**config.mk**
```make
export PLATFORM = sky130hd
export DESIGN_NAME = usb_phy_rx
export DESIGN_NICKNAME = d
export VERILOG_FILES = /design/src/rtl/usb_phy_rx.sv
export SDC_FILE = /design/constraint.sdc
export NUM_CORES = 1
export LEC_CHECK = 0
export BUFFER_PORTS_ARGS = -buffer_cell sky130_fd_sc_hd__buf_4
export CAP_MARGIN = 20
export CORE_UTILIZATION = 45
export DETAILED_ROUTE_END_ITERATION = 8
export PLACE_DENSITY = 0.75
export SYNTH_ARGS = -nofsm -noshare
export SYNTH_HDL_FRONTEND = slang
export SYNTH_SLANG_ARGS = --single-unit
```
**constraint.sdc**
```tcl
create_clock -name clk_48m -period 3.6 [get_ports clk_48m]
set_clock_uncertainty 0.05 [all_clocks]
set_input_delay 0.72 -clock clk_48m [delete_from_list [all_inputs] [get_ports clk_48m]]
set_output_delay 0.72 -clock clk_48m [all_outputs]
set_load 0.005 [all_outputs]
```
**src/rtl/usb_phy_rx.sv**
```systemverilog
// Full-speed USB receive front end: synchronizer, 4x DPLL, NRZI decode, SYNC/unstuff/EOP, byte assembly.
// Optional bus reset detector built when USB_RX_BUS_RESET_EN is defined.
module usb_phy_rx #(
  parameter int RESET_CYC      = 120,
  parameter int SYNC_MIN_ZEROS = 3
) (
  input  logic       clk_48m,
  input  logic       rst_n,
  input  logic       usb_dp_rx,
  input  logic       usb_dn_rx,
  input  logic       rx_en,
  output logic [1:0] line_state,
  output logic       rx_active,
  output logic [7:0] rx_data,
  output logic       rx_valid,
  output logic       rx_err,
  output logic       bus_reset
);

  localparam logic [1:0] LS_SE0 = 2'b00;
  localparam logic [1:0] LS_K   = 2'b01;
  localparam logic [1:0] LS_J   = 2'b10;
  localparam logic [1:0] LS_SE1 = 2'b11;
  localparam logic [2:0] SYNC_MIN = 3'(SYNC_MIN_ZEROS);

  typedef enum logic [2:0] {
    ST_IDLE,
    ST_SYNC,
    ST_DATA,
    ST_EOP,
    ST_ERR
  } state_t;

  logic [1:0] meta_reg, line_state_reg, prev_level_reg;
  logic [1:0] phase_reg;
  logic       jk_edge, sample, decoded;

  state_t     state_reg, state_next;
  logic [2:0] zero_cnt_reg, zero_cnt_next;
  logic [2:0] ones_cnt_reg, ones_cnt_next;
  logic [2:0] bit_cnt_reg, bit_cnt_next;
  logic [7:0] byte_reg, byte_next;
  logic [7:0] rx_data_reg, rx_data_next;
  logic       rx_valid_reg, rx_valid_next;
  logic       rx_err_reg, rx_err_next;
  logic       rx_active_reg, rx_active_next;
  logic       se0_seen_reg, se0_seen_next;

  // Phase is cleared on the same edge that line_state takes a new J/K level,
  // so the sample strobe lands two cycles into each bit cell.
  assign jk_edge = (meta_reg != line_state_reg) && (meta_reg[1] ^ meta_reg[0]) &&
                   (line_state_reg[1] ^ line_state_reg[0]);
  assign sample  = (phase_reg == 2'd2);
  assign decoded = (line_state_reg == prev_level_reg);

  always_ff @(posedge clk_48m) begin
    if (!rst_n) begin
      meta_reg       <= LS_SE0;
      line_state_reg <= LS_SE0;
      phase_reg      <= 2'd0;
      prev_level_reg <= LS_J;
    end else begin
      meta_reg       <= {usb_dp_rx, usb_dn_rx};
      line_state_reg <= meta_reg;
      phase_reg      <= jk_edge ? 2'd0 : phase_reg + 2'd1;
      if (sample) begin
        prev_level_reg <= line_state_reg;
      end
    end
  end

  always_ff @(posedge clk_48m) begin
    if (!rst_n) begin
      state_reg     <= ST_IDLE;
      zero_cnt_reg  <= 3'd0;
      ones_cnt_reg  <= 3'd0;
      bit_cnt_reg   <= 3'd0;
      byte_reg      <= 8'h00;
      rx_data_reg   <= 8'h00;
      rx_valid_reg  <= 1'b0;
      rx_err_reg    <= 1'b0;
      rx_active_reg <= 1'b0;
      se0_seen_reg  <= 1'b0;
    end else begin
      state_reg     <= state_next;
      zero_cnt_reg  <= zero_cnt_next;
      ones_cnt_reg  <= ones_cnt_next;
      bit_cnt_reg   <= bit_cnt_next;
      byte_reg      <= byte_next;
      rx_data_reg   <= rx_data_next;
      rx_valid_reg  <= rx_valid_next;
      rx_err_reg    <= rx_err_next;
      rx_active_reg <= rx_active_next;
      se0_seen_reg  <= se0_seen_next;
    end
  end

  always_comb begin
    state_next     = state_reg;
    zero_cnt_next  = zero_cnt_reg;
    ones_cnt_next  = ones_cnt_reg;
    bit_cnt_next   = bit_cnt_reg;
    byte_next      = byte_reg;
    rx_data_next   = rx_data_reg;
    rx_valid_next  = 1'b0;
    rx_err_next    = 1'b0;
    rx_active_next = rx_active_reg;
    se0_seen_next  = se0_seen_reg;

    if (!rx_en) begin
      state_next     = ST_IDLE;
      rx_active_next = 1'b0;
    end else if (sample) begin
      case (state_reg)
        ST_IDLE: begin
          if (line_state_reg == LS_K) begin
            state_next    = ST_SYNC;
            zero_cnt_next = 3'd1;
          end
        end
        ST_SYNC: begin
          if (line_state_reg == LS_SE0 || line_state_reg == LS_SE1) begin
            state_next = ST_IDLE;
          end else if (!decoded) begin
            zero_cnt_next = (zero_cnt_reg == 3'd7) ? 3'd7 : zero_cnt_reg + 3'd1;
          end else if (zero_cnt_reg >= SYNC_MIN) begin
            state_next     = ST_DATA;
            rx_active_next = 1'b1;
            bit_cnt_next   = 3'd0;
            ones_cnt_next  = 3'd0;
          end else begin
            state_next = ST_IDLE;
          end
        end
        ST_DATA: begin
          if (line_state_reg == LS_SE0) begin
            state_next  = ST_EOP;
            rx_err_next = (bit_cnt_reg != 3'd0);
          end else if (line_state_reg == LS_SE1) begin
            state_next    = ST_ERR;
            rx_err_next   = 1'b1;
            se0_seen_next = 1'b0;
          end else if (ones_cnt_reg == 3'd6) begin
            // Stuffed bit position: must decode as 0 and is dropped.
            if (decoded) begin
              state_next    = ST_ERR;
              rx_err_next   = 1'b1;
              se0_seen_next = 1'b0;
            end else begin
              ones_cnt_next = 3'd0;
            end
          end else begin
            byte_next     = {decoded, byte_reg[7:1]};
            ones_cnt_next = decoded ? ones_cnt_reg + 3'd1 : 3'd0;
            bit_cnt_next  = bit_cnt_reg + 3'd1;
            if (bit_cnt_reg == 3'd7) begin
              rx_valid_next = 1'b1;
              rx_data_next  = {decoded, byte_reg[7:1]};
            end
          end
        end
        ST_EOP: begin
          if (line_state_reg == LS_J) begin
            state_next     = ST_IDLE;
            rx_active_next = 1'b0;
          end
        end
        ST_ERR: begin
          if (line_state_reg == LS_SE0) begin
            se0_seen_next = 1'b1;
          end else if (line_state_reg == LS_J && se0_seen_reg) begin
            state_next     = ST_IDLE;
            rx_active_next = 1'b0;
          end
        end
        default: begin
          state_next     = ST_IDLE;
          rx_active_next = 1'b0;
        end
      endcase
    end
  end

`ifdef USB_RX_BUS_RESET_EN
  localparam int RW = $clog2(RESET_CYC + 1);
  localparam logic [RW-1:0] RESET_MAX = RW'(RESET_CYC);

  logic [RW-1:0] se0_cnt_reg, se0_cnt_next;
  logic          bus_reset_reg;

  always_comb begin
    se0_cnt_next = '0;
    if (line_state_reg == LS_SE0) begin
      se0_cnt_next = (se0_cnt_reg == RESET_MAX) ? RESET_MAX : se0_cnt_reg + RW'(1);
    end
  end

  always_ff @(posedge clk_48m) begin
    if (!rst_n) begin
      se0_cnt_reg   <= '0;
      bus_reset_reg <= 1'b0;
    end else begin
      se0_cnt_reg   <= se0_cnt_next;
      bus_reset_reg <= (se0_cnt_next == RESET_MAX);
    end
  end

  assign bus_reset = bus_reset_reg;
`else
  logic unused_reset_cyc;
  assign unused_reset_cyc = (RESET_CYC > 0);
  assign bus_reset        = 1'b0;
`endif

  assign line_state = line_state_reg;
  assign rx_active  = rx_active_reg;
  assign rx_data    = rx_data_reg;
  assign rx_valid   = rx_valid_reg;
  assign rx_err     = rx_err_reg;

endmodule

```
==> results.sh, run 1 <==
export IMPL_status="finished clean"
export IMPL_fillers=403
export IMPL_crit_end="bit_cnt_reg[2]"
export IMPL_clkTransAtPathRegs_ns=0.08
export IMPL_critical_path_startpoint="line_state[0]"
export IMPL_synth_cells=215
export IMPL_r2r_setup_slack_ns=1.19
export IMPL_synth_ff_type="dfxtp_1"
export IMPL_dpl_hpwl_um=2640
export IMPL_r2r_end="bit_cnt_reg[2]"
export IMPL_synth_nets=231
export IMPL_clock_sinks=39
export IMPL_drt_pass1_iter_count=4
export IMPL_initial_core_util_pct=46.9
export IMPL_min_delay_start="phase_reg[0]"
export IMPL_die_area_mm2=0.00485
export IMPL_vias=1537
export IMPL_diodes=0
export IMPL_routed_wl_um=3610
export IMPL_multi_input_area_mm2=0.00117
export IMPL_criticalPathCategory="register to register"
export IMPL_gp_congestion=0.849
export IMPL_cts_tree="done"
export IMPL_die_x_um=69.6
export IMPL_cts_hold_fix_buffers=0
export IMPL_syn_area_mm2=0.00206
export IMPL_final_cells=282
export IMPL_h_tree_depth=2
export IMPL_antenna_found_initial=0
export IMPL_grt_pass1_wl_um=6270
export IMPL_grt_pass1_vias=1401
export IMPL_synthTopCellsByCount="dfxtp_1, mux2i_1, nor2b_1, nand2_1, nor2_1"
export IMPL_synth_top_area_share_pct=37.9
export IMPL_final_nets=245
export IMPL_clockBufferDepth=2
export IMPL_clockRootBuffer="clkbuf_8"
export IMPL_ioPinCount=19
export IMPL_netlist_top_cell_by_area="dfxtp_1"
export IMPL_synth_distinct_cells=53
export IMPL_fin_crit_sh_pct=67.0
export IMPL_hold_viol_final=0
export IMPL_fmax_ghz=0.415
export IMPL_overflow=0
export IMPL_yosysSeqAreaShare_pct=37.9
export IMPL_synth_area_leaders="dfxtp_1, mux2i_1, ha_1, nor2b_1, nand2_1"
export IMPL_avgSynthCellArea_um2=9.57
export IMPL_largest_register_ffs=8
export IMPL_cts_inserted_buffers=5
export IMPL_grt_usage_pct=16.1
export IMPL_async_reset_ff_share_pct=0
export IMPL_drive_gt1_share_pct=17.0
export IMPL_io_buffers=17
export IMPL_fin_tns_setup_ns=0
export IMPL_std_cell_rows=24
export IMPL_coreArea_mm2=0.00438
export IMPL_final_seq_area_um2=781
export IMPL_setup_viol_count_final=0
export IMPL_cts_resized=0
export IMPL_grt_setup_unrepaired="no"
export IMPL_placed_cells=274
export IMPL_grt_max_degree=37
export IMPL_r2r_cells=7
export IMPL_period_needed_ns=2.41
export IMPL_ir_drop_mv=0.252
export IMPL_synth_edf_count=0
export IMPL_area_growth_syn_to_layout_pct=10.9
export IMPL_startpoint_type="register"
export IMPL_ant_nets=0
export IMPL_via_per_inst=5.45
export IMPL_yosys_cell_count_top_type="dfxtp_1"
export IMPL_min_path_type="register to register"
export IMPL_post_cts_buffers=0
export IMPL_drt_iter0_drc=53
export IMPL_slew_viol_final=0
export IMPL_die_h_um=69.6
export IMPL_cp_arrival_ns=2.55
export IMPL_ys_warn_count=0
export IMPL_ys_ff_latch=39
export IMPL_maxCapViolCount=0
export IMPL_critical_path_required_ns=3.74
export IMPL_worstSetupEndpointType="register"
export IMPL_drcViolationCount=0
export IMPL_clk_latency_ns=0.29
export IMPL_r2r_start="line_state[0]"
export IMPL_cp_max_fo=9
export IMPL_powerDensity_mw_per_mm2=351
export IMPL_wl_per_cell_um=12.8
export IMPL_power_leakage_nw=0.940
-- how the worst min path moves through the flow --
stage | end | slack (ns) | cells after the start
4_1_cts | phase_reg[0] | 0.37 | 1
6_report | phase_reg[0] | 0.37 | 1
3_3_place_gp | phase_reg[0] | 0.35 | 1
2_1_floorplan | phase_reg[0] | 0.34 | 1
3_5_place_dp | phase_reg[0] | 0.36 | 1
5_1_grt | phase_reg[0] | 0.38 | 1
-- routing by layer --
| metal | vias up | part of all wire, % | track usage, % |
|---|---|---|---|
| li1 | 787 | - | - |
| met1 | 700 | 49 | 20.5 |
| met2 | 42 | 44 | 24.8 |
| met3 | 8 | 4.9 | 4.94 |
| met4 | 0 | 2.7 | 8.00 |
| met5 | - | 0 | 0 |
-- critical path, cell delays in order (launching register included) --
cell       delay [ns]
dfxtp_1          0.55
inv_1            0.12
ha_1             0.30
nor2_1           0.40
a21oi_1          0.23
a2111oi_4        0.39
mux2i_1          0.22
nor2b_1          0.06
-- layout by cell type, fill, tap and decap left out, types with 2 or more instances in the layout --
master,n
dfxtp_1,39
mux2i_1,19
nor2b_1,17
buf_4,17
nand2_1,13
nor2_1,13
inv_1,11
ha_1,11
a21oi_1,9
and2_1,7
o21ai_0,6
nand3_1,5
clkbuf_8,5
nand4_2,3
nand3b_1,3
o21a_1,3
nor3b_4,2
xor2_1,2
nor2_2,2
or3b_1,2
a211oi_1,2
nor3_1,2
nand4_1,2
nor4_1,2
and3_1,2
a31o_1,2
nor3b_1,2
clkinvlp_4,2
-- through the flow --
step	instance area, µm²	total power, W	util (%)	hold slack, ns	worst slack [ns]
finish	2280	0.000801	52.1	0.366	1.19
global route	2280	0.000832	52.1	0.383	1.01
CTS	2280	0.000810	52.1	0.370	1.21
detailed placement	2190	0.000510	49.9	0.359	1.23
global placement	2190	0.000509	49.9	0.352	1.26
floorplan	2060	0.000496	-	0.342	1.41
-- where the power goes --
group	switching, W	internal, W	leakage [nW]
sequential	0.00000594	0.000437	0.316
clock	0.000163	0.000138	0.0408
combinational	0.0000339	0.0000224	0.584
total	0.000203	0.000598	0.940
-- cell type report --
type                       count  share of cell area, %
multi-input combinational    155                   51.5
sequential                    39                   34.2
timing repair buffer          17                   5.59
clock buffer                   5                   3.02
tap                           52                   2.85
inverter                      11                   1.81
clock inverter                 3                   1.04
-- cell families after synthesis --
group                    synth area share (%)
AND/OR/NAND/NOR                          24.8
flip-flops                               37.9
AO/OA/AOI/OAI                            14.1
buffers and inverters                    4.98
multiplexers                             9.24
adder cells (fa/ha/maj)                  6.69
XOR/XNOR                                 2.07
other                                   0.182
Power figures use the tool's default switching activity.
==> inputs of run 2 (changes only) <==
--- a/config.mk
+++ b/config.mk
@@ -5,11 +5,12 @@
 export SDC_FILE = /design/constraint.sdc
 export NUM_CORES = 1
 export LEC_CHECK = 0
+export ABC_AREA = 1
 export BUFFER_PORTS_ARGS = -buffer_cell sky130_fd_sc_hd__buf_4
 export CAP_MARGIN = 20
 export CORE_UTILIZATION = 45
 export DETAILED_ROUTE_END_ITERATION = 8
-export PLACE_DENSITY = 0.75
+export PLACE_DENSITY = 0.77
 export SYNTH_ARGS = -nofsm -noshare
 export SYNTH_HDL_FRONTEND = slang
 export SYNTH_SLANG_ARGS = --single-unit
==> constraint.sdc (replaced) <==
create_clock -name clk_48m -period 2 [get_ports clk_48m]
set_clock_uncertainty 0.05 [all_clocks]
set_input_delay 0.4 -clock clk_48m [delete_from_list [all_inputs] [get_ports clk_48m]]
set_output_delay 0.4 -clock clk_48m [all_outputs]
set_load 0.005 [all_outputs]
==> results.sh, run 2 <==
export IMPL_cts_inserted_buffers=5
export IMPL_synth_nets=331
export IMPL_ioPinCount=19
export IMPL_dpl_hpwl_um=3300
export IMPL_met3_usage_pct=6.33
export IMPL_coreArea_mm2=0.00450
export IMPL_yosysSeqAreaShare_pct=35.9
export IMPL_overflow=0
export IMPL_status="finished clean"
export IMPL_r2r_start="line_state[0]"
export IMPL_ir_drop_mv=0.504
export IMPL_h_tree_depth=2
export IMPL_ys_warn_count=0
export IMPL_initial_core_util_pct=48.2
export IMPL_setup_viol_count_final=0
export IMPL_cp_top_family="simple AND/OR/NAND/NOR gates"
export IMPL_area_growth_syn_to_layout_pct=12.3
export IMPL_post_cts_buffers=0
export IMPL_async_reset_ff_share_pct=0
export IMPL_power_leakage_nw=1.17
export IMPL_synth_cells=315
export IMPL_cp_arrival_ns=1.95
export IMPL_die_area_mm2=0.00511
export IMPL_grt_pass1_vias=1824
export IMPL_wl_per_cell_um=11.2
export IMPL_layout_common_cells="nand2_1, nor2_1, inv_1, dfxtp_1, buf_4"
export IMPL_clkTransAtPathRegs_ns=0.08
export IMPL_die_h_um=71.5
export IMPL_worstSetupEndpointType="register"
export IMPL_grt_setup_unrepaired="no"
export IMPL_yosys_cell_count_top_type="nand2_1"
export IMPL_synthTopCellsByCount="nand2_1, nor2_1, inv_1, dfxtp_1, o21ai_0"
export IMPL_grt_max_degree=20
export IMPL_crit_chain="buf_4 > ha_1 > nor2_2 > nand3_1 > nand2b_1 > nor2_1 > o21ai_0 > a21oi_1"
export IMPL_cts_hold_fix_buffers=0
export IMPL_critPathBufInv=1
export IMPL_fin_tns_setup_ns=0
export IMPL_final_nets=354
export IMPL_period_needed_ns=1.76
export IMPL_drt_pass1_iter_count=4
export IMPL_use_met2_pct=32.0
export IMPL_antenna_found_initial=0
export IMPL_drcViolationCount=0
export IMPL_powerDensity_mw_per_mm2=604
export IMPL_busiest_layer="met2"
export IMPL_cts_tree="done"
export IMPL_slowest_stage="dfxtp_1"
export IMPL_clockRootBuffer="clkbuf_8"
export IMPL_r2r_setup_slack_ns=0.24
export IMPL_io_buffers=17
export IMPL_final_seq_area_um2=781
export IMPL_ant_nets=0
export IMPL_die_x_um=71.5
export IMPL_synth_edf_count=0
export IMPL_gp_congestion=0.979
export IMPL_fmax_ghz=0.569
export IMPL_cts_resized=0
export IMPL_setup_ws_ns=0.242
export IMPL_std_cell_rows=24
export IMPL_synth_distinct_cells=32
export IMPL_clock_sinks=39
export IMPL_r2r_end="rx_data[7]"
export IMPL_cp_max_fo=7
export IMPL_synth_top_area_share_pct=35.9
export IMPL_clk_latency_ns=0.30
export IMPL_vias=1962
export IMPL_min_path_type="input pin to register"
export IMPL_largest_register_ffs=8
export IMPL_r2r_cells=8
export IMPL_via_per_inst=5.02
export IMPL_synth_ff_type="dfxtp_1"
export IMPL_drt_iter0_drc=94
export IMPL_critical_path_startpoint="line_state[0]"
export IMPL_drive_gt1_share_pct=15.0
export IMPL_routed_wl_um=4370
export IMPL_criticalPathCategory="register to register"
export IMPL_multi_input_area_mm2=0.00118
export IMPL_cpPeakStageDelay_ns=0.31
export IMPL_diodes=0
export IMPL_use_met1_pct=23.0
export IMPL_hold_viol_final=0
export IMPL_avgSynthCellArea_um2=6.90
export IMPL_fin_crit_sh_pct=87.9
export IMPL_crit_end="rx_data[7]"
export IMPL_fillers=462
export IMPL_ys_ff_latch=39
export IMPL_slew_viol_final=0
export IMPL_netlist_top_cell_by_area="dfxtp_1"
export IMPL_cp_depth=8
export IMPL_dpl_worst_slack_ns=0.257
export IMPL_grt_usage_pct=19.5
export IMPL_maxCapViolCount=0
export IMPL_critical_path_required_ns=2.19
export IMPL_startpoint_type="register"
export IMPL_synth_area_leaders="dfxtp_1, nand2_1, nor2_1, inv_1, ha_1"
export IMPL_grt_pass1_wl_um=7730
export IMPL_syn_area_mm2=0.00217
export IMPL_layout_commonest_cell="nand2_1"
export IMPL_clockBufferDepth=2
## run 2: tightest hold or removal path, stage by stage
cell and delay, ns:
buf_4 0.07, nand2_1 0.04, inv_1 0.04
## run 2: layout make-up
class / instances / area share [%]
clock buffers: 6 / 2.97
clock inverters: 2 / 0.513
inverters: 42 / 6.46
multi-input cells: 227 / 48.3
flip-flops and latches: 39 / 32.0
well taps: 52 / 2.67
repair buffers: 23 / 7.08
## run 2: kinds of logic after synthesis
kind of cell    Yosys count  synth area share (%)
buf+inv                  49                  9.79
simple gates            172                  37.5
other cells               1                 0.173
flops                    39                  35.9
fa+ha+maj                11                  6.34
xor+xnor                  1                 0.403
compound gates           42                  9.85
## run 2: where the power goes
group | switching (W) | leakage, nW | internal (W)
clock | 0.000289 | 0.0412 | 0.000244
sequential | 0.00000842 | 0.316 | 0.000790
combinational | 0.0000947 | 0.811 | 0.0000488
total | 0.000392 | 1.17 | 0.00108
## run 2: how the worst min path moves through the flow
stage	start	end	slack [ns]	cells past startpoint
global placement	phase_reg[0]	phase_reg[0]	0.35	1
detailed placement	phase_reg[0]	phase_reg[0]	0.35	1
floorplan	phase_reg[0]	phase_reg[0]	0.34	1
finish	usb_dp_rx	meta_reg[1]	0.23	3
global route	usb_dn_rx	meta_reg[0]	0.24	3
CTS	usb_dp_rx	meta_reg[1]	0.22	3
## run 2: per-stage QoR
stage | cell area, µm² | power, W | hold WS [ns] | std cells | util, %
2_1_floorplan | 2170 | 0.000919 | 0.341 | 315 | -
3_3_place_gp | 2350 | 0.000957 | 0.350 | 383 | 52.3
3_5_place_dp | 2350 | 0.000960 | 0.352 | 383 | 52.3
4_1_cts | 2440 | 0.00149 | 0.223 | 391 | 54.2
5_1_grt | 2440 | 0.00153 | 0.236 | 391 | 54.2
6_report | 2440 | 0.00147 | 0.232 | 391 | 54.2
## run 2: layer usage
metal	up-vias	share of wire, %
met3	8	6.1
met1	866	48
met4	0	2.3
li1	1037	-
met5	-	0
met2	51	44
